[src/rtl/aes128_type_pkg.sv]
// aes128_type_pkg: shared AES types, MixColumns coefficient rows and GF(2^8) helper
package aes128_type_pkg;
  typedef enum logic [1:0] {IDLE, ISSUE, MUL, DONE} mc_state_t;
  localparam logic [31:0] MIXCOL_FWD_COEF = {8'h02, 8'h03, 8'h01, 8'h01};
  localparam logic [31:0] MIXCOL_INV_COEF = {8'h0E, 8'h0B, 8'h0D, 8'h09};
  function automatic logic [7:0] xtime(input logic [7:0] x);
    return {x[6:0], 1'b0} ^ (x[7] ? 8'h1b : 8'h00);
  endfunction
endpackage

[src/rtl/aes128_gmul.sv]
// aes128_gmul: bit-serial GF(2^8) multiplier, two cycles per significant coefficient bit
module aes128_gmul
  import aes128_type_pkg::*;
(
  input  logic       clk_i,
  input  logic       rst_n_i,
  input  logic       start_i,
  input  logic [7:0] a_i,
  input  logic [7:0] b_i,
  output logic [7:0] result_o,
  output logic       valid_o
);
  logic       busy;
  logic [3:0] cnt;
  logic [3:0] idx;
  logic [3:0] nbits;
  logic [7:0] x;
  // coefficient width sets latency: 1 bit -> 2, 2 bits -> 4, 4 bits -> 8, 8 bits -> 16
  always_comb nbits = |a_i[7:4] ? 4'd8 : |a_i[3:2] ? 4'd4 : a_i[1] ? 4'd2 : 4'd1;
  // a_i is read live on every busy cycle, so the caller must hold it stable
  always_ff @(posedge clk_i) begin
    if (!rst_n_i) begin
      busy     <= 1'b0;
      cnt      <= '0;
      idx      <= '0;
      x        <= '0;
      result_o <= '0;
      valid_o  <= 1'b0;
    end else begin
      valid_o <= 1'b0;
      if (!busy) begin
        if (start_i) begin
          busy     <= 1'b1;
          cnt      <= {nbits[2:0], 1'b0} - 4'd1;
          idx      <= '0;
          x        <= b_i;
          result_o <= '0;
        end
      end else begin
        if (idx < nbits) begin
          result_o <= result_o ^ (a_i[idx[2:0]] ? x : 8'h00);
          x        <= xtime(x);
          idx      <= idx + 4'd1;
        end
        cnt <= cnt - 4'd1;
        if (cnt == 4'd1) begin
          busy    <= 1'b0;
          valid_o <= 1'b1;
        end
      end
    end
  end
endmodule

[src/rtl/aes128_mixcolumn.sv]
// aes128_mixcolumn: serial (Inv)MixColumns of one column through a shared GF multiplier
module aes128_mixcolumn
  import aes128_type_pkg::*;
(
  input  logic        clk_i,
  input  logic        rst_i,
  input  logic        start_i,
  input  logic        inv_i,
  input  logic [31:0] col_i,
  output logic        ready_o,
  output logic        valid_o,
  output logic [31:0] col_o
);
  mc_state_t   state, state_nxt;
  logic [31:0] cap;
  logic        inv;
  logic [7:0]  acc;
  logic [1:0]  r, c;
  logic        mul_start, mul_valid;
  logic [7:0]  mul_a, mul_b, mul_result;

  function automatic logic [7:0] coef(input logic sel_inv, input logic [1:0] row, input logic [1:0] cl);
    logic [1:0]  k;
    logic [31:0] base;
    k    = cl - row;
    base = (sel_inv ? MIXCOL_INV_COEF : MIXCOL_FWD_COEF) << {k, 3'b000};
    return base[31:24];
  endfunction

  assign mul_a = coef(inv, r, c);
  assign mul_b = cap[{c, 3'b000} +: 8];

  aes128_gmul u_gmul (
    .clk_i    (clk_i),
    .rst_n_i  (~rst_i),
    .start_i  (mul_start),
    .a_i      (mul_a),
    .b_i      (mul_b),
    .result_o (mul_result),
    .valid_o  (mul_valid)
  );

  // state register
  always_ff @(posedge clk_i) begin
    if (rst_i) state <= IDLE;
    else       state <= state_nxt;
  end

  // next state and handshake outputs
  always_comb begin
    state_nxt = state == IDLE  ? (start_i ? ISSUE : IDLE) :
                state == ISSUE ? MUL :
                state == MUL   ? (mul_valid ? ((c == 2'd3 && r == 2'd3) ? DONE : ISSUE) : MUL) :
                IDLE;
    mul_start = state == ISSUE;
    ready_o   = state == IDLE;
    valid_o   = state == DONE;
  end

  // capture the column, then fold each product into the current row's accumulator
  always_ff @(posedge clk_i) begin
    if (rst_i) begin
      cap   <= '0;
      inv   <= 1'b0;
      acc   <= '0;
      r     <= '0;
      c     <= '0;
      col_o <= '0;
    end else if (state == IDLE && start_i) begin
      cap <= col_i;
      inv <= inv_i;
      acc <= '0;
      r   <= '0;
      c   <= '0;
    end else if (state == MUL && mul_valid) begin
      if (c == 2'd3) begin
        col_o[{r, 3'b000} +: 8] <= acc ^ mul_result;
        acc <= '0;
        c   <= '0;
        r   <= r + 2'd1;
      end else begin
        acc <= acc ^ mul_result;
        c   <= c + 2'd1;
      end
    end
  end
endmodule

[config.mk]
export PLATFORM = sky130hd
export DESIGN_NAME = aes128_mixcolumn
export DESIGN_NICKNAME = d
export VERILOG_FILES = /design/src/rtl/aes128_type_pkg.sv /design/src/rtl/aes128_gmul.sv /design/src/rtl/aes128_mixcolumn.sv
export SDC_FILE = /design/constraint.sdc
export NUM_CORES = 1
export LEC_CHECK = 0
export CAP_MARGIN = 30
export CORE_ASPECT_RATIO = 1.1
export CORE_MARGIN = 4
export CORE_UTILIZATION = 29
export CTS_BUF_LIST = sky130_fd_sc_hd__clkbuf_8 sky130_fd_sc_hd__clkbuf_16
export DETAILED_ROUTE_END_ITERATION = 10
export PLACE_DENSITY = 0.46
export SLEW_MARGIN = 20
export SYNTH_ARGS = -nofsm -noshare
export SYNTH_HDL_FRONTEND = slang
export SYNTH_SLANG_ARGS = --single-unit
export TNS_END_PERCENT = 20
[constraint.sdc]
create_clock -name clk_i -period 3.1 [get_ports clk_i]
set_clock_uncertainty 0.05 [all_clocks]
set_input_delay 0.62 -clock clk_i [delete_from_list [all_inputs] [get_ports clk_i]]
set_output_delay 0.62 -clock clk_i [all_outputs]
set_load 0.02 [all_outputs]
**Yosys cells after proc, flatten, opt, wreduce, memory -nomap -nowiden**

Index checks and enable logic that the tools add are counted.

- Register bits after elaboration: 105
- Bits of input ports: 36
- Word-level logic and storage cells: 82

- Add/subtract/negate cells: 7
- Magnitude comparators: 2
- Equality and inequality tests: 7
- Shift-type cells: 4
- Multiplexer cells: 32
- Bitwise logic cells: 5
- Reduce and logical (&&, ||, !) cells: 12

Operator list:

| cell | number |
|---|---|
| $mux 8 | 8 |
| $bwmux 32 | 1 |
| $shift 8x7->32 const A | 1 |
| $shiftx 32x6->8 | 1 |
| $shiftx 8x7->32 | 1 |
| $shl 28x5->32 | 1 |
| $mux 28 | 1 |
| $mux 4 | 7 |
| $xor 8x8->8 | 3 |
| $mux 2 | 7 |
| $eq 2x2->1 const B | 4 |
| $sub 4x1->4 const B | 2 |
| $neg 5->7 | 1 |
| $mux 1 | 6 |
| $reduce_or 2->1 | 3 |
| $mux 5 | 1 |
| $add 2x1->2 const B | 2 |
| $add 4x1->4 const B | 1 |
| $eq 4x1->1 const B | 1 |
| $lt 3x4->1 const B | 1 |
| $lt 4x4->1 | 1 |
| $reduce_and 2->1 | 2 |
| $reduce_or 4->1 | 1 |
| $bmux 1 s3 | 1 |
| other kinds (8) | 11 |

**Longest topological paths before layout**

Gate-level depths: netlist of run 1.

- Depth after elaboration: 8
- Depth in mapped cells: 12
- Gate-level depth less buffers: 10

**Cells and area by module**

Synthesis of run 1 repeated with hierarchy kept, for this count alone.

- Cells, all modules: 548
- Area total of the unflattened synthesis: 5,161.2 um2

By module, submodules not included:

| module | instances | cells each | area an instance (um2) |
|---|---|---|---|
| aes128_mixcolumn | 1 | 367 | 3,537.1 |
| aes128_gmul | 1 | 181 | 1,624.1 |

**Worst setup path before layout of run 1**

No wires, ideal clock.

- Kind: register to register
- Start: reg c[0]
- End: reg u_gmul.result_o[2]
- Data arrival time: 2,403 ps
- Data required time: 2,933 ps
- Setup slack: 530 ps
- Stages on the path, launching flop included: 12
- Buffers on the path: 1
- Period minus slack after synthesis: 2,570 ps
- Path through: dfxtp_1 -> clkbuf_1 -> inv_1 -> ha_1 -> xnor3_2 -> nand2_1 -> ha_1 -> o21ai_0 -> a31oi_4 -> nor2_2 -> a31oi_1 -> a22o_1

- Cells in the longest elaborated chain, start to end: 8

RTL lines:

| what | line | source |
|---|---|---|
| start: declaration | aes128_mixcolumn.sv:18 | `logic [1:0] r, c;` |
| start signal: assignment | aes128_mixcolumn.sv:83 | `c <= c + 2'd1;` |
| $sub 2x2->2 (*) | aes128_mixcolumn.sv:25 | `k = cl - row;` |
| $shl 28x5->32 (*) | aes128_mixcolumn.sv:26 | `base = (sel_inv ? MIXCOL_INV_COEF : MIXCOL_FWD_COEF) << {k, 3'b000};` |
| $mux 2, or another cell as far along | aes128_gmul.sv:19 | `always_comb nbits = \|a_i[7:4] ? 4'd8 : \|a_i[3:2] ? 4'd4 : a_i[1] ? 4'd2 : 4'd1;` |
| $mux 4 / $mux 1 (equally long branches) | aes128_gmul.sv:19, aes128_gmul.sv:41 |  |
| $mux 4 / $mux 8 (equally long branches) | aes128_gmul.sv:19, aes128_gmul.sv:41 |  |
| $lt 4x4->1 / $xor 8x8->8 (equally long branches) | aes128_gmul.sv:40, aes128_gmul.sv:41 |  |
| $ne 2x2->1 (no source line) / $mux 8 (equally long branches) | n/a |  |
| $reduce_and 2->1 (no source line) / $mux 8 (equally long branches) | n/a |  |
| end signal: assignment | aes128_gmul.sv:41 | `result_o <= result_o ^ (a_i[idx[2:0]] ? x : 8'h00);` |
| end: declaration | aes128_gmul.sv:10 | `output logic [7:0] result_o,` |

Mark *: on every way between the ends. The rest lies on a longest branch, timed or not. The select of a mux whose other input is x is not followed.
A chain may end at the register's enable or synchronous reset.

**Worst setup path after layout of run 1**

- Start: reg r[0]
- End: reg u_gmul.result_o[3]

- Cells in the longest elaborated chain, start to end: 8

RTL lines:

| what | line | source |
|---|---|---|
| start: declaration | aes128_mixcolumn.sv:18 |  |
| start signal: assignment | aes128_mixcolumn.sv:80 | `r <= r + 2'd1;` |
| $sub 2x2->2 (*) | aes128_mixcolumn.sv:25 |  |
| $shl 28x5->32 (*) | aes128_mixcolumn.sv:26 |  |
| $mux 2, or another cell as far along | aes128_gmul.sv:19 |  |
| $mux 4 / $mux 1 (equally long branches) | aes128_gmul.sv:19, aes128_gmul.sv:41 |  |
| $mux 4 / $mux 8 (equally long branches) | aes128_gmul.sv:19, aes128_gmul.sv:41 |  |
| $lt 4x4->1 / $xor 8x8->8 (equally long branches) | aes128_gmul.sv:40, aes128_gmul.sv:41 |  |
| $ne 2x2->1 (no source line) / $mux 8 (equally long branches) | n/a |  |
| $reduce_and 2->1 (no source line) / $mux 8 (equally long branches) | n/a |  |

Marked as above.

==> results by group, run 1 <==
Synthesis
  • Mapped Nets: 611
  • Syn_area_per_cell: 8.68 µm²
  • Async S/R FF share, synth: 0
  • Top_reg_cell synth: dfxtp_1
  • Post-Syn Instances: 562
  • Warnings from Yosys: 0
  • Mapped cell area: 4880 µm²
  • Synthesized flop and latch total: 105
  • Synth unique cells: 55
  • Post-synthesis sequential area ratio: 0.431
  • Number of flops mapped to enable cells by yosys: 0

Global routing
  • Largest net degree at the start of global routing: 36
  • Vias in the first global route: 4002
  • GR Util All Layers: 0.127
  • Grt ovf: 0
  • First-pass GRT wire length: 19.6 mm
  • Antenna violations before repair: 0

Critical path
  • Crit Path Max Fanout: 25
  • Crit-path slowest cell: dfxtp_1
  • Crit path DAT: 2.83 ns
  • Worst Path Required: 3.30 ns
  • CP peak stage delay: 0.49 ns
  • Crit-path cells: ha_1, xnor3_2, nand2_1, ha_1, nand2_1, a211oi_4, nor2_4, a31oi_1, a41o_2
  • Critical Path Sink Type: flop
  • Setup Crit Path Kind: reg2reg
  • Top Family by Delay on Critical Path: simple AND/OR/NAND/NOR gates
  • Crit start category: flop
  • CP bufs+invs: 0

Clocking
  • H-tree levels: 3
  • TritonCTS Sinks: 105
  • Clock Pin Slew Worst Setup and Hold Paths: 0.08 ns
  • CTS Hold Buffers Added: 0
  • Clock Latency Late Sink: 0.35 ns
  • Post-CTS Setup Inserts: 0
  • Clock Tree Buf Depth: 2
  • PostCTS Resize Cnt: 0
  • Clock buffer count from CTS: 9
  • CTS tree: built
  • Root Buffer: clkbuf_16

STA
  • Worst setup margin: 0.473 ns
  • Final Hold Fails: 0
  • Slew @ Worst Pin: 0.655 ns
  • Slew HR: 0.562
  • FMAX: 381 MHz
  • Final worst path period need: 2.63 ns
  • Finish-stage setup viols: 0
  • Final period utilization: 0.847
  • Pins over their slew limit: 0
  • RSZ-0062 raised after global routing: false
  • Setup TNS: 0 ns

Floorplan
  • Initial Utilization: 0.297
  • Placeable Area: 16400 µm²
  • Die width: 132 µm
  • Die Area: 19000 µm²
  • Die extent in y: 144 µm
  • # IOs: 70
  • Cell Rows: 49

Finish
  • Layout cells sized above 1: 0.0774
  • Commonest cells after routing, fill and taps aside: nand2_1 (126), dfxtp_1 (105), a21oi_1 (87)
  • N_diodes: 0
  • Non-Filler Instances: 824
  • P&R area growth vs syn: 22.9%
  • Nets@finish: 664
  • Commonest non-fill, non-tap cell in the layout: nand2_1

Routing
  • Final wirelength: 11.6 mm
  • DR vias/cell: 4.82
  • Vias post-DR: 3975
  • First-pass DRT Iterations: 4
  • Starting DRC count in detailed routing: 178
  • Final ANT Viol Nets: 0
  • Drc violations: 0
  • Wirelength per Cell: 14.0 µm

Power
  • Power per cell area: 494 nW/µm²
  • Total power: 2.96 mW
  • Leakage: 2.10 nW
  • VDD IR max: 0.276 mV

Hold path
  • Hold Crit Class: reg2reg

Run
  • Max-cap check violation count: 0

Placed design
  • Inst Count DP: 808
  • Hpwl dp: 8.34 mm
  • Placer Congestion: 0.786
  • Port bufs: 69
  • Post-place setup slack: 0.505 ns

Outcome
  • Status: finished clean
per-stage QoR:
stage	instance area, µm²	hold slack (ns)	util
2_1_floorplan	4880	0.382	-
3_3_place_gp	5670	0.389	0.345
3_5_place_dp	5670	0.394	0.345
4_1_cts	6000	0.404	0.365
5_1_grt	6000	0.422	0.365
6_report	6000	0.400	0.365
path summary, 6_finish.rpt:
check	slack [ns]	startpoint	endpoint	cells after the start
setup / recovery	0.47	r[0]$_SDFFE_PP0P_	u_gmul.result_o[3]$_SDFFE_PP0P_	9
hold reg to reg	0.40	col_o[7]$_SDFFE_PP0P_	col_o[7]$_SDFFE_PP0P_	2
hold / removal	0.40	col_o[7]$_SDFFE_PP0P_	col_o[7]$_SDFFE_PP0P_	2
setup reg to reg	0.47	r[0]$_SDFFE_PP0P_	u_gmul.result_o[3]$_SDFFE_PP0P_	9
worst register-to-register path: cells and delay by family, from the launching register on:
kind | cells | cell delay [ns]
AND/OR/NAND/NOR | 3 | 0.73
flip-flops | 1 | 0.49
adder cells (fa/ha/maj) | 2 | 0.49
AO/OA/AOI/OAI | 3 | 0.49
XOR/XNOR | 1 | 0.28
cells in the mapped netlist (all sizes together), types with 2 or more instances:
master	instances	area share
inv	8	0.0062
nor3b	3	0.0056
and2	3	0.0044
mux2i	5	0.010
ha	13	0.033
a41o	6	0.013
nor2	43	0.035
nor3	4	0.0041
o211ai	3	0.0046
a21oi	89	0.093
nand2	130	0.11
clkbuf	21	0.016
and2b	2	0.0033
nand2b	2	0.0026
or3	34	0.044
or2	2	0.0026
mux4	8	0.043
a31oi	9	0.015
nand3b	11	0.017
or3b	2	0.0036
buf	13	0.024
xnor2	15	0.027
o21ai	9	0.0092
dfxtp	105	0.43
a211oi	8	0.015
where the power goes:
part | switching [mW] | internal, mW | total [mW]
clock | 0.555 | 0.669 | 1.22
sequential | 0.0464 | 1.40 | 1.45
combinational | 0.163 | 0.131 | 0.295
area by class of cell:
class,count,area (µm²)
Multi-Input combinational cell,415,2550
Fill cell,1689,10400
Tap cell,204,255
Timing Repair Buffer,76,738
Sequential cell,105,2100
Inverter,8,30.0
Clock buffer,10,239
Clock inverter,6,83.8
kinds of logic (layout without fill, tap and decap cells):
kind of cell             Yosys count  after routing  synth area share
buffers and inverters             42            100            0.0467
XOR/XNOR                          17             17            0.0369
AND/OR/NAND/NOR                  243            243             0.239
AO/OA/AOI/OAI                    129            129             0.160
flip-flops                       105            105             0.431
adder cells (fa/ha/maj)           13             13            0.0333
multiplexers                      13             13            0.0533
routing by layer:
| metal | track usage | vias to the layer above | part of all wire |
|---|---|---|---|
| li1 | - | 2053 | - |
| met1 | 0.163 | 1812 | 0.48 |
| met2 | 0.209 | 95 | 0.46 |
| met3 | 0.0268 | 15 | 0.042 |
| met4 | 0.0509 | 0 | 0.017 |
| met5 | 0 | - | 0 |
state kept, by name (all words and copies together) (netlist names), 2 cells and up:
signal           flops
u_gmul.x             8
cap                 32
u_gmul.result_o      8
c                    2
r                    2
u_gmul.idx           4
acc                  8
state                2
u_gmul.cnt           4
col_o               32
Power figures use the tool's default switching activity.
==> run 2, diff against run 1 <==
--- a/config.mk
+++ b/config.mk
@@ -11,7 +11,7 @@
 export CORE_UTILIZATION = 29
 export CTS_BUF_LIST = sky130_fd_sc_hd__clkbuf_8 sky130_fd_sc_hd__clkbuf_16
 export DETAILED_ROUTE_END_ITERATION = 10
-export PLACE_DENSITY = 0.46
+export PLACE_DENSITY = 0.48
 export SLEW_MARGIN = 20
 export SYNTH_ARGS = -nofsm -noshare
 export SYNTH_HDL_FRONTEND = slang
==> constraint.sdc (replaced) <==
create_clock -name clk_i -period 2.3 [get_ports clk_i]
set_clock_uncertainty 0.05 [all_clocks]
set_input_delay 0.46 -clock clk_i [delete_from_list [all_inputs] [get_ports clk_i]]
set_output_delay 0.46 -clock clk_i [all_outputs]
set_load 0.02 [all_outputs]
==> results by group, run 2 (synthesis results as in run 1) <==
Outcome
  • Status: finished clean

Routing
  • Drc violations: 0
  • First-pass DRT Iterations: 4
  • Wl on met1: 5.58 mm
  • Met3 Routed Length: 544 µm
  • Wirelength per Cell: 13.8 µm
  • Final wirelength: 11.6 mm
  • Top Metal Used: met4
  • Vias post-DR: 4025
  • DR vias/cell: 4.79
  • Final ANT Viol Nets: 0
  • Starting DRC count in detailed routing: 127
  • Metal2 WL: 5.35 mm

STA
  • Slew HR: 0.558
  • Finish-stage setup viols: 0
  • FMAX: 455 MHz
  • Final worst path period need: 2.20 ns
  • Worst hold slack: 0.403 ns
  • Final period utilization: 0.956
  • Final Hold Fails: 0
  • Pins over their slew limit: 0
  • Slew @ Worst Pin: 0.660 ns

Finish
  • N_diodes: 0
  • Layout cells sized above 1: 0.112
  • Commonest cells after routing, fill and taps aside: nand2_1 (124), dfxtp_1 (105), a21oi_1 (87)
  • P&R area growth vs syn: 26.7%
  • Nets@finish: 680
  • Biggest regs: cap x32, col_o x32
  • Commonest non-fill, non-tap cell in the layout: nand2_1

Global routing
  • First-pass GRT wire length: 19.5 mm
  • Grt ovf: 0
  • Largest net degree at the start of global routing: 43
  • Vias in the first global route: 3945
  • Antenna violations before repair: 0
  • GR Util All Layers: 0.125

Run
  • Max-cap check violation count: 0

Power
  • Power per cell area: 665 nW/µm²
  • Total power: 4.11 mW
  • Leakage: 2.19 nW
  • VDD IR max: 0.297 mV

Floorplan
  • Die extent in y: 144 µm
  • Die Area: 19000 µm²
  • Die width: 132 µm
  • Placeable Area: 16400 µm²
  • Initial Utilization: 0.297
  • Cell Rows: 49
  • # IOs: 70

Placed design
  • Hpwl dp: 8.37 mm
  • Port bufs: 69
  • Placer Congestion: 0.745

Critical path
  • Worst Path Required: 2.49 ns
  • CP peak stage delay: 0.34 ns
  • Crit start category: flop
  • Crit Path Max Fanout: 4
  • Crit-path slowest cell: dfxtp_1
  • Crit path DAT: 2.39 ns
  • Setup Crit Path Kind: reg2reg
  • Crit-path cells: inv_2, ha_4, xnor3_2, nand2_4, ha_4, nand2_2, a211oi_4, buf_4, nor2_4, buf_4, a41o_2
  • Critical Path Sink Type: flop

Clocking
  • Clock Pin Slew Worst Setup and Hold Paths: 0.07 ns
  • TritonCTS Sinks: 105
  • Clock Tree Buf Depth: 2
  • Root Buffer: clkbuf_16
  • Clock Latency Late Sink: 0.35 ns
  • CTS Hold Buffers Added: 0
  • Clock buffer count from CTS: 9
  • H-tree levels: 3
  • CTS tree: built

Hold path
  • Hold Crit Class: reg2reg
## run 2: cell types whose count changed in the layout (fill, tap and decap cells not counted), moves of 2 or more
| cell | before | now |
|---|---|---|
| nand2_1 | 126 | 124 |
| buf_4 | 7 | 20 |
| ha_4 | 0 | 2 |
| ha_1 | 13 | 11 |
## run 2: repair_timing
| action | in CTS | in global routing |
|---|---|---|
| cloned | 0 | 2 |
| endpoints found under the setup margin | 8 | 16 |
| hold endpoints to repair | 0 | 0 |
| buffers inserted | 3 | 3 |
| pin swaps | 1 | 4 |
| gates resized for setup | 0 | 11 |
## run 2: cell type report
type | instances | area, µm²
Inverter | 8 | 30.0
Tap cell | 204 | 255
Clock inverter | 7 | 113
Clock buffer | 9 | 225
Fill cell | 1679 | 10300
Sequential cell | 105 | 2100
Multi-Input combinational cell | 416 | 2600
Timing Repair Buffer | 91 | 852
## run 2: stage by stage
stage / cell area [µm²] / util / setup TNS (ns) / worst slack (ns) / std cells
floorplan: 4880 / - / 0 / 0.00732 / 562
global placement: 5730 / 0.349 / 0 / 0.0282 / 816
detailed placement: 5730 / 0.349 / -0.366 / -0.0800 / 816
CTS: 6090 / 0.371 / 0 / 0.0223 / 835
global route: 6180 / 0.376 / -0.0361 / -0.0111 / 840
finish: 6180 / 0.376 / 0 / 0.102 / 840
## run 2: critical path, delay by kind of cell, from the launching register on
family                     cells  cell delay, ns
buffers and inverters          3            0.37
xor gates and xnor gates       1            0.26
AOI/OAI and AO/OA              2            0.46
and+or+nand+nor                3            0.18
DFF                            1            0.34
adders and majority gates      2            0.43
## run 2: where the power goes
part / leakage [nW] / total (mW) / switching, mW / internal [mW]
clock: 0.161 / 1.72 / 0.745 / 0.978
combinational: 1.17 / 0.442 / 0.237 / 0.205
sequential: 0.853 / 1.95 / 0.0604 / 1.89
## run 2: final timing paths
kind	cells past startpoint	from	end	slack, ns
worst min register to register	2	cap[4]$_SDFFE_PP0P_	cap[4]$_SDFFE_PP0P_	0.40
worst max register to register	11	c[0]$_SDFFE_PP0P_	u_gmul.result_o[0]$_SDFFE_PP0P_	0.10
worst min-delay path	2	cap[4]$_SDFFE_PP0P_	cap[4]$_SDFFE_PP0P_	0.40
worst max-delay path	11	c[0]$_SDFFE_PP0P_	u_gmul.result_o[0]$_SDFFE_PP0P_	0.10
## run 2: layer usage
layer / global-route usage / up-vias
met3: 0.0327 / 11
li1: - / 2086
met1: 0.160 / 1829
met2: 0.207 / 99
met5: 0 / -
met4: 0.0415 / 0
